File: src/rtl/ej32_pkg.sv
// Shared types and constants for the eJ32 core blocks.
package ej32_pkg;

    localparam int         EJ32_ASZ = 17;
    localparam logic [7:0] NOP      = 8'h00;

    typedef enum logic [1:0] {
        IDLE,
        BUSY,
        FLUSH
    } fu_state_t;

endpackage

File: src/rtl/ej32_bfifo.sv
// Byte FIFO for the fetch unit: 0..4 bytes pushed per cycle, one byte popped.
module ej32_bfifo #(
    parameter int DEPTH = 8
) (
    input  logic                   clk,
    input  logic                   rst,
    input  logic                   clear,
    input  logic [2:0]             push_n,
    input  logic [3:0][7:0]        push_data,
    input  logic                   pop,
    output logic [$clog2(DEPTH):0] count,
    output logic                   empty,
    output logic [7:0]             head
);

    localparam int AW = $clog2(DEPTH);
    localparam int CW = AW + 1;

    logic [7:0]    mem [DEPTH];
    logic [AW-1:0] rptr;
    logic [AW-1:0] wptr;
    logic [AW-1:0] widx [4];
    logic [CW-1:0] count_nxt;
    logic          pop_ok;

    assign empty     = (count == '0);
    assign head      = mem[rptr];
    assign pop_ok    = pop && !empty;
    assign count_nxt = count + CW'(push_n) - CW'(pop_ok);

    always_comb begin
        for (int i = 0; i < 4; i++) widx[i] = wptr + AW'(i);
    end

    // NOTE: the byte storage has no reset; count/pointers gate every read, so
    // stale contents are never visible and the array can map onto plain flops/RAM.
    always_ff @(posedge clk) begin
        for (int i = 0; i < 4; i++) begin
            if (!clear && (3'(i) < push_n)) mem[widx[i]] <= push_data[i];
        end
    end

    // NOTE: state registers use non-blocking assignments so every flop samples
    // pre-edge values regardless of block ordering.
    always_ff @(posedge clk or negedge rst) begin
        if (!rst) begin
            count <= '0;
            rptr  <= '0;
            wptr  <= '0;
        end else if (clear) begin
            count <= '0;
            rptr  <= '0;
            wptr  <= '0;
        end else begin
            count <= count_nxt;
            wptr  <= wptr + AW'(push_n);
            rptr  <= rptr + AW'(pop_ok);
        end
    end

    // The fetch threshold must keep a full word of room; anything else is a bug upstream.
    always_ff @(posedge clk) begin
        if (rst && !clear) assert (count_nxt <= CW'(DEPTH));
    end

endmodule

File: src/rtl/ej32_fu.sv
// eJ32 instruction fetch unit: PC, word prefetch into a byte FIFO, branch redirect.
module ej32_fu
    import ej32_pkg::*;
#(
    parameter int             ASZ   = EJ32_ASZ,
    parameter logic [ASZ-1:0] COLD  = '0,
    parameter int             DEPTH = 8
) (
    input  logic           clk,
    input  logic           rst,
    output logic           mem_req,
    output logic [ASZ-1:0] mem_addr,
    input  logic           mem_ack,
    input  logic [31:0]    mem_rdata,
    input  logic           p_inc,
    input  logic           br_go,
    input  logic [ASZ-1:0] br_addr,
    output logic [7:0]     data,
    output logic           data_vld,
    output logic [ASZ-1:0] pc
);

    localparam int CW = $clog2(DEPTH) + 1;

    fu_state_t       state, state_nxt;
    logic [ASZ-1:0]  fa, fa_nxt, addr_nxt;
    logic            req_nxt;
    logic [CW-1:0]   count, free_after;
    logic            empty, pop, room;
    logic [7:0]      head;
    logic [2:0]      push_n;
    logic [3:0][7:0] push_data;
    logic [31:0]     shifted;

    // A redirect wins over a pop in the same cycle.
    assign pop        = p_inc && !empty && !br_go;
    assign free_after = CW'(DEPTH) - count + CW'(pop);
    assign room       = (free_after >= CW'(4));
    assign data       = empty ? NOP : head;
    assign data_vld   = !empty;

    // Left-justify the word so the first wanted byte sits in push_data[0].
    assign shifted = mem_rdata << {fa[1:0], 3'b000};

    always_comb begin
        push_n = 3'd0;
        for (int i = 0; i < 4; i++) push_data[i] = shifted[31-8*i -: 8];
        if (state == BUSY && mem_ack && !br_go) push_n = 3'd4 - {1'b0, fa[1:0]};
    end

    // NOTE: every output of this block is assigned a default first, so no
    // path through the case can leave a value held and infer a latch.
    always_comb begin
        state_nxt = state;
        fa_nxt    = fa;
        req_nxt   = mem_req;
        addr_nxt  = mem_addr;
        unique case (state)
            IDLE: begin
                if (br_go) begin
                    state_nxt = BUSY;
                    req_nxt   = 1'b1;
                    addr_nxt  = {br_addr[ASZ-1:2], 2'b00};
                end else if (room) begin
                    state_nxt = BUSY;
                    req_nxt   = 1'b1;
                    addr_nxt  = {fa[ASZ-1:2], 2'b00};
                end
            end
            BUSY: begin
                if (mem_ack) begin
                    state_nxt = IDLE;
                    req_nxt   = 1'b0;
                    if (!br_go) fa_nxt = (fa | ASZ'(3)) + ASZ'(1);
                end else if (br_go) begin
                    state_nxt = FLUSH;
                end
            end
            FLUSH: begin
                if (mem_ack) begin
                    state_nxt = IDLE;
                    req_nxt   = 1'b0;
                end
            end
            default: state_nxt = IDLE;
        endcase
        if (br_go) fa_nxt = br_addr;
    end

    always_ff @(posedge clk or negedge rst) begin
        if (!rst) begin
            state    <= IDLE;
            fa       <= COLD;
            pc       <= COLD;
            mem_req  <= 1'b0;
            mem_addr <= '0;
        end else begin
            state    <= state_nxt;
            fa       <= fa_nxt;
            mem_req  <= req_nxt;
            mem_addr <= addr_nxt;
            if (br_go)    pc <= br_addr;
            else if (pop) pc <= pc + ASZ'(1);
        end
    end

    ej32_bfifo #(
        .DEPTH(DEPTH)
    ) u_bfifo (
        .clk      (clk),
        .rst      (rst),
        .clear    (br_go),
        .push_n   (push_n),
        .push_data(push_data),
        .pop      (pop),
        .count    (count),
        .empty    (empty),
        .head     (head)
    );

endmodule

File: config.mk
export PLATFORM = sky130hd
export DESIGN_NAME = ej32_fu
export DESIGN_NICKNAME = d
export VERILOG_FILES = /design/src/rtl/ej32_pkg.sv /design/src/rtl/ej32_bfifo.sv /design/src/rtl/ej32_fu.sv
export SDC_FILE = /design/constraint.sdc
export NUM_CORES = 1
export LEC_CHECK = 0
export ABC_AREA = 1
export CAP_MARGIN = 20
export CORE_ASPECT_RATIO = 1.2
export CORE_MARGIN = 2
export CORE_UTILIZATION = 63
export DETAILED_ROUTE_END_ITERATION = 12
export MAX_ROUTING_LAYER = met4
export PLACE_DENSITY = 0.87
export REMOVE_ABC_BUFFERS = 1
export SLEW_MARGIN = 20
export SYNTH_ARGS = -nofsm -noshare
export SYNTH_HDL_FRONTEND = slang
export SYNTH_SLANG_ARGS = --single-unit
File: constraint.sdc
create_clock -name clk -period 4.2 [get_ports clk]
set_input_delay 0.84 -clock clk [delete_from_list [all_inputs] [get_ports clk]]
set_output_delay 0.84 -clock clk [all_outputs]
set_load 0.02 [all_outputs]
* After elaboration in Yosys (flattened, before gate mapping)
Memories as Yosys holds them, arrays and structs flattened. Cells that the tools add are included.
Storage, ports and cells: input bits 54, bits in writable memories 64, word-level logic and storage cells 86, latch bits 0, register bits 64, ROM bits 0, memories kept 1
Memory list:
- u_bfifo.mem | depth 8, width 8, rd ports 1, clocked after memory_dff 0, wr ports 4, RTL line ej32_bfifo.sv:19 | logic [7:0] mem [DEPTH];
Cells by class: bitwise gates (word level) 0, shift operators 1, $add $sub $neg 12, div/mod/pow operators 0, magnitude comparators 5, equality and inequality tests 6, multipliers 0, multiplexer cells 30, reductions and logical operators 23
Operator list (count):
- two-way mux 17 bit | 7
- adder 17 x 1 -> 17 bit, second input constant | 2
- left shift 32 x 5 -> 32 bit | 1
- two-way mux 1 bit | 11
- two-way mux 2 bit | 5
- nonzero test 2 bit | 5
- logical AND 1 bit | 9
- two-way mux 3 bit | 3
- two-way mux 8 bit | 1
- adder 3 x 2 -> 3 bit, second input constant | 2
- < comparator 1 x 3 -> 1 bit, first input constant | 2
- < comparator 2 x 3 -> 1 bit, first input constant | 2
- != test 3 bit, second input constant | 2
- case mux 2 bit (3 select lines) | 1
- AND reduction 3 bit | 2
- adder 4 x 1 -> 4 bit | 1
- adder 4 x 3 -> 4 bit | 1
- greater-or-equal comparator 4 x 3 -> 1 bit, second input constant | 1
- zero test 4 bit | 1
- two-way mux 4 bit | 1
- AND reduction 2 bit | 2
- subtractor 4 x 1 -> 4 bit | 1
- subtractor 4 bit, first input constant | 1
- adder 3 x 1 -> 3 bit | 1
- 11 further kinds | 12

* Depth between registers and ports, before layout
word-level depth 9, depth in mapped cells 15, mapped depth without buffers 12

* By module
From an unflattened synthesis, not the netlist that was laid out.
Unflattened totals: cells, all modules 1377, area total of the unflattened synthesis 9431.5 µm²
Modules (own cells, without submodules):
- ej32_bfifo | cells an instance 854, seq. area each 2172.1 µm², instances 1, area each 5770.5 µm²
- ej32_fu | cells an instance 523, seq. area each 1301.2 µm², instances 1, area each 3661.0 µm²

* Least setup slack after synthesis
No wires, ideal clock.
path type register to register, start register u_bfifo.wptr[0], end memory u_bfifo.mem[1][0] (enable), data arrival time 2.040 ns, path slack 1.783 ns, required time 3.823 ns, setup time 0.377 ns, period minus slack after synthesis 2.417 ns, stages on the path, launching flop included 9, path buffers 3, cell sequence dfrtp_1 -> buf_6 -> inv_4 -> buf_6 -> ha_1 -> buf_2 -> inv_2 -> nand3_2 -> o2111ai_1
RTL lines:
- from (decl) | RTL line ej32_bfifo.sv:21 | logic [AW-1:0] wptr;
- from (signal assigned) | RTL line ej32_bfifo.sv:56 | wptr <= wptr + AW'(push_n);
- to (decl) | RTL line ej32_bfifo.sv:19

* Final worst setup path
start register u_bfifo.rptr[1], end output port data[4]
On the way: cells in the longest elaborated chain, start to end 2
RTL lines:
- from (decl) | RTL line ej32_bfifo.sv:20 | logic [AW-1:0] rptr;
- from (signal assigned) | RTL line ej32_bfifo.sv:57 | rptr <= rptr + AW'(pop_ok);
- memory read (8 x 8 bit)
- two-way mux 8 bit | RTL line ej32_fu.sv:39 | assign data = empty ? NOP : head;
- to (decl) | RTL line ej32_fu.sv:18 | output logic [7:0] data,
No other way between the ends.

==> results_dict.tcl <==
set metrics [dict create \
    outcome "finished clean" \
    max_slew_margin_pct 19.5 \
    synthTopCellsByArea "edfxtp_1, nand2_1, dfrtp_1, nand3_1, nor2_1" \
    die_area_um2 16700 \
    gp_congestion 1.17 \
    multi_input_area_um2 5500 \
    antenna_found_initial 0 \
    dp_cells 1710 \
    p_total_mw 5.92 \
    seq_area_frac_synth_pct 35.2 \
    synth.avg_cell_area_um2 6.78 \
    cp_max_fo 33 \
    min_period_ns 3.64 \
    fmax_ghz 0.275 \
    firstDrtPassIters 8 \
    syn-instance-count 1455 \
    worst_setup_hold_path_clk_slew_ns 0.06 \
    grt_max_degree 73 \
    fin_crit_sh_pct 86.6 \
    clockBufferDepth 2 \
    clock_skew_ns 0.0106 \
    power.density_nw_per_um2 519 \
    viasPerCell 6.10 \
    yosys.area.top_type "edfxtp_1" \
    wire_per_inst_um 19.6 \
    coreArea_um2 15500 \
    num_rows 50 \
    final_layout_size_suffix_gt1_share_pct 8.28 \
    ir_worst_vdd_mv 0.289 \
    synth_most_common_cell "nand2_1" \
    leakage_nw 5.34 \
    crit_start "u_bfifo.rptr[1]" \
    grt_usage_pct 42.5 \
    root_buffer "clkbuf_16" \
    first_global_vias 9855 \
    cp.arrival_ns 2.80 \
    setup_viol 0 \
    hold_path_class "in2async" \
    ios 98 \
    synth-main-ff-cell "edfxtp_1" \
    crit_required_ns 3.36 \
    async_flop_share_pct 49.2 \
    crit_path_end_kind "output pin" \
    clk-insertion-delay-late_ns 0.43 \
    ant_nets 0 \
    final_cells 1742 \
    start_util_pct 63.9 \
    yosysTopAreaCellShare_pct 19.5 \
    drc 0 \
    ys_seq_elements 126 \
    netlist_area_um2 9870 \
    fillCellCount 1257 \
    clock-sinks 126 \
    worst-setup-path-type "reg2out" \
    cts_tree "done" \
    grt_pass1_wl_mm 52.8 \
    layout.area.seq_um2 3470 \
    cts_resized 0 \
    start_kind "flop" \
    drtIter0Drc 1787 \
    via_count 10600 \
    syn_to_final_growth_pct 15.4 \
    num-nets-final 1593 \
    ys_top_cells_by_count "nand2_1, nand3_1, nor2_1" \
    worstMarginPinSlew_ns 1.20 \
    hold_viol_final 0 \
    worst_r2r_startpoint "fa[0]" \
    finalSetupTns_ns 0 \
    rsz0062_at_grt "false" \
    port_buffers 95 \
    routed_wl_mm 34.1 \
    die_x_um 118 \
    yosys_warnings 0 \
    numCtsBuffers 17 \
    hpwl_mm 24.0 \
    htree_levels 4 \
    synthDistinctLibCells 50 \
    n_antenna_cell 0 \
    drv_slew 0 \
    postCtsHoldBufs 0 \
    post_cts_buffers 0 \
    die_h_um 141 \
    drv_cap 0 \
    synth_edf_count 64 \
    globalRouteOverflowTotal 0 \
]
-- power by group --
group / switching [mW] / internal (mW) / total, mW
registers: 0.248 / 1.58 / 1.83
logic: 1.71 / 0.884 / 2.60
clock network: 0.603 / 0.883 / 1.49
-- metrics by stage --
stage               util, %  worst slack [ns]  hold slack, ns  instance area (um^2)
floorplan                 -             0.903           0.481                  9530
global placement       69.9             0.995           0.453                 10800
detailed placement     69.9             0.908           0.460                 10800
CTS                    73.7             0.631           0.443                 11400
global route           73.7             0.431           0.478                 11400
finish                 73.7             0.564           0.429                 11400
-- flip-flops by register name (all words and copies together), names as in the netlist --
register	cells
fa	17
mem_addr	15
mem_req	1
pc	17
state	2
u_bfifo.count	4
u_bfifo.mem	64
u_bfifo.rptr	3
u_bfifo.wptr	3
-- area by class of cell --
class,instances,area share (%)
sequential,126,30.5
clock buffer,18,3.77
timing repair buffer,105,8.92
clock inverter,14,1.39
multi-input combinational,1124,48.3
tap,208,2.28
inverter,147,4.91
-- path summary, 6_finish.rpt --
| check | slack [ns] | to | cells after the start |
|---|---|---|---|
| min | 0.43 | pc[4] | 1 |
| min reg2reg | 0.47 | mem_req | 2 |
| min in group clk | 0.47 | mem_req | 2 |
| max in group asynchronous | 2.86 | fa[8] | 2 |
| max | 0.56 | data[4] | 5 |
| max reg2reg | 1.03 | u_bfifo.mem[6][6] | 6 |
-- cells by family after synthesis --
family | synth area share [%]
adder cells (fa/ha/maj) | 2.43
buffers and inverters | 9.20
other | 0.0380
AND/OR/NAND/NOR | 41.0
XOR/XNOR | 0.710
flip-flops | 35.2
AO/OA/AOI/OAI | 11.5
-- layout by cell type, fill, tap and decap left out, types with 17 or more instances in the layout --
master           netlist  layout
a21oi_1               50      50
clkbuf_16              0      17
clkdlybuf4s50_1        0      93
dfrtp_1               62      62
edfxtp_1              64      64
inv_1                130     130
nand2_1              452     452
nand2_2               20      20
nand3_1              214     214
nor2_1               158     158
o21ai_0               82      82
-- routing by layer --
metal  wire length [um]  share of wire (%)  vias to the layer above  global-route usage (%)
met5                  0                  0                        -                       -
met4               3020                8.9                        0                    30.8
met3               3580                 11                      232                    7.73
met2              15700                 46                      779                    67.9
met1              11800                 35                     4705                    48.0
li1                   -                  -                     4909                       -
-- critical path, stage by stage, from the launching register on --
cell             delay, ns
dfrtp_1               0.95
o21ai_0               0.23
o21ai_0               0.33
o21ai_0               0.14
nor2_1                0.12
clkdlybuf4s50_1       0.61
(Power assumes the default switching activity.)
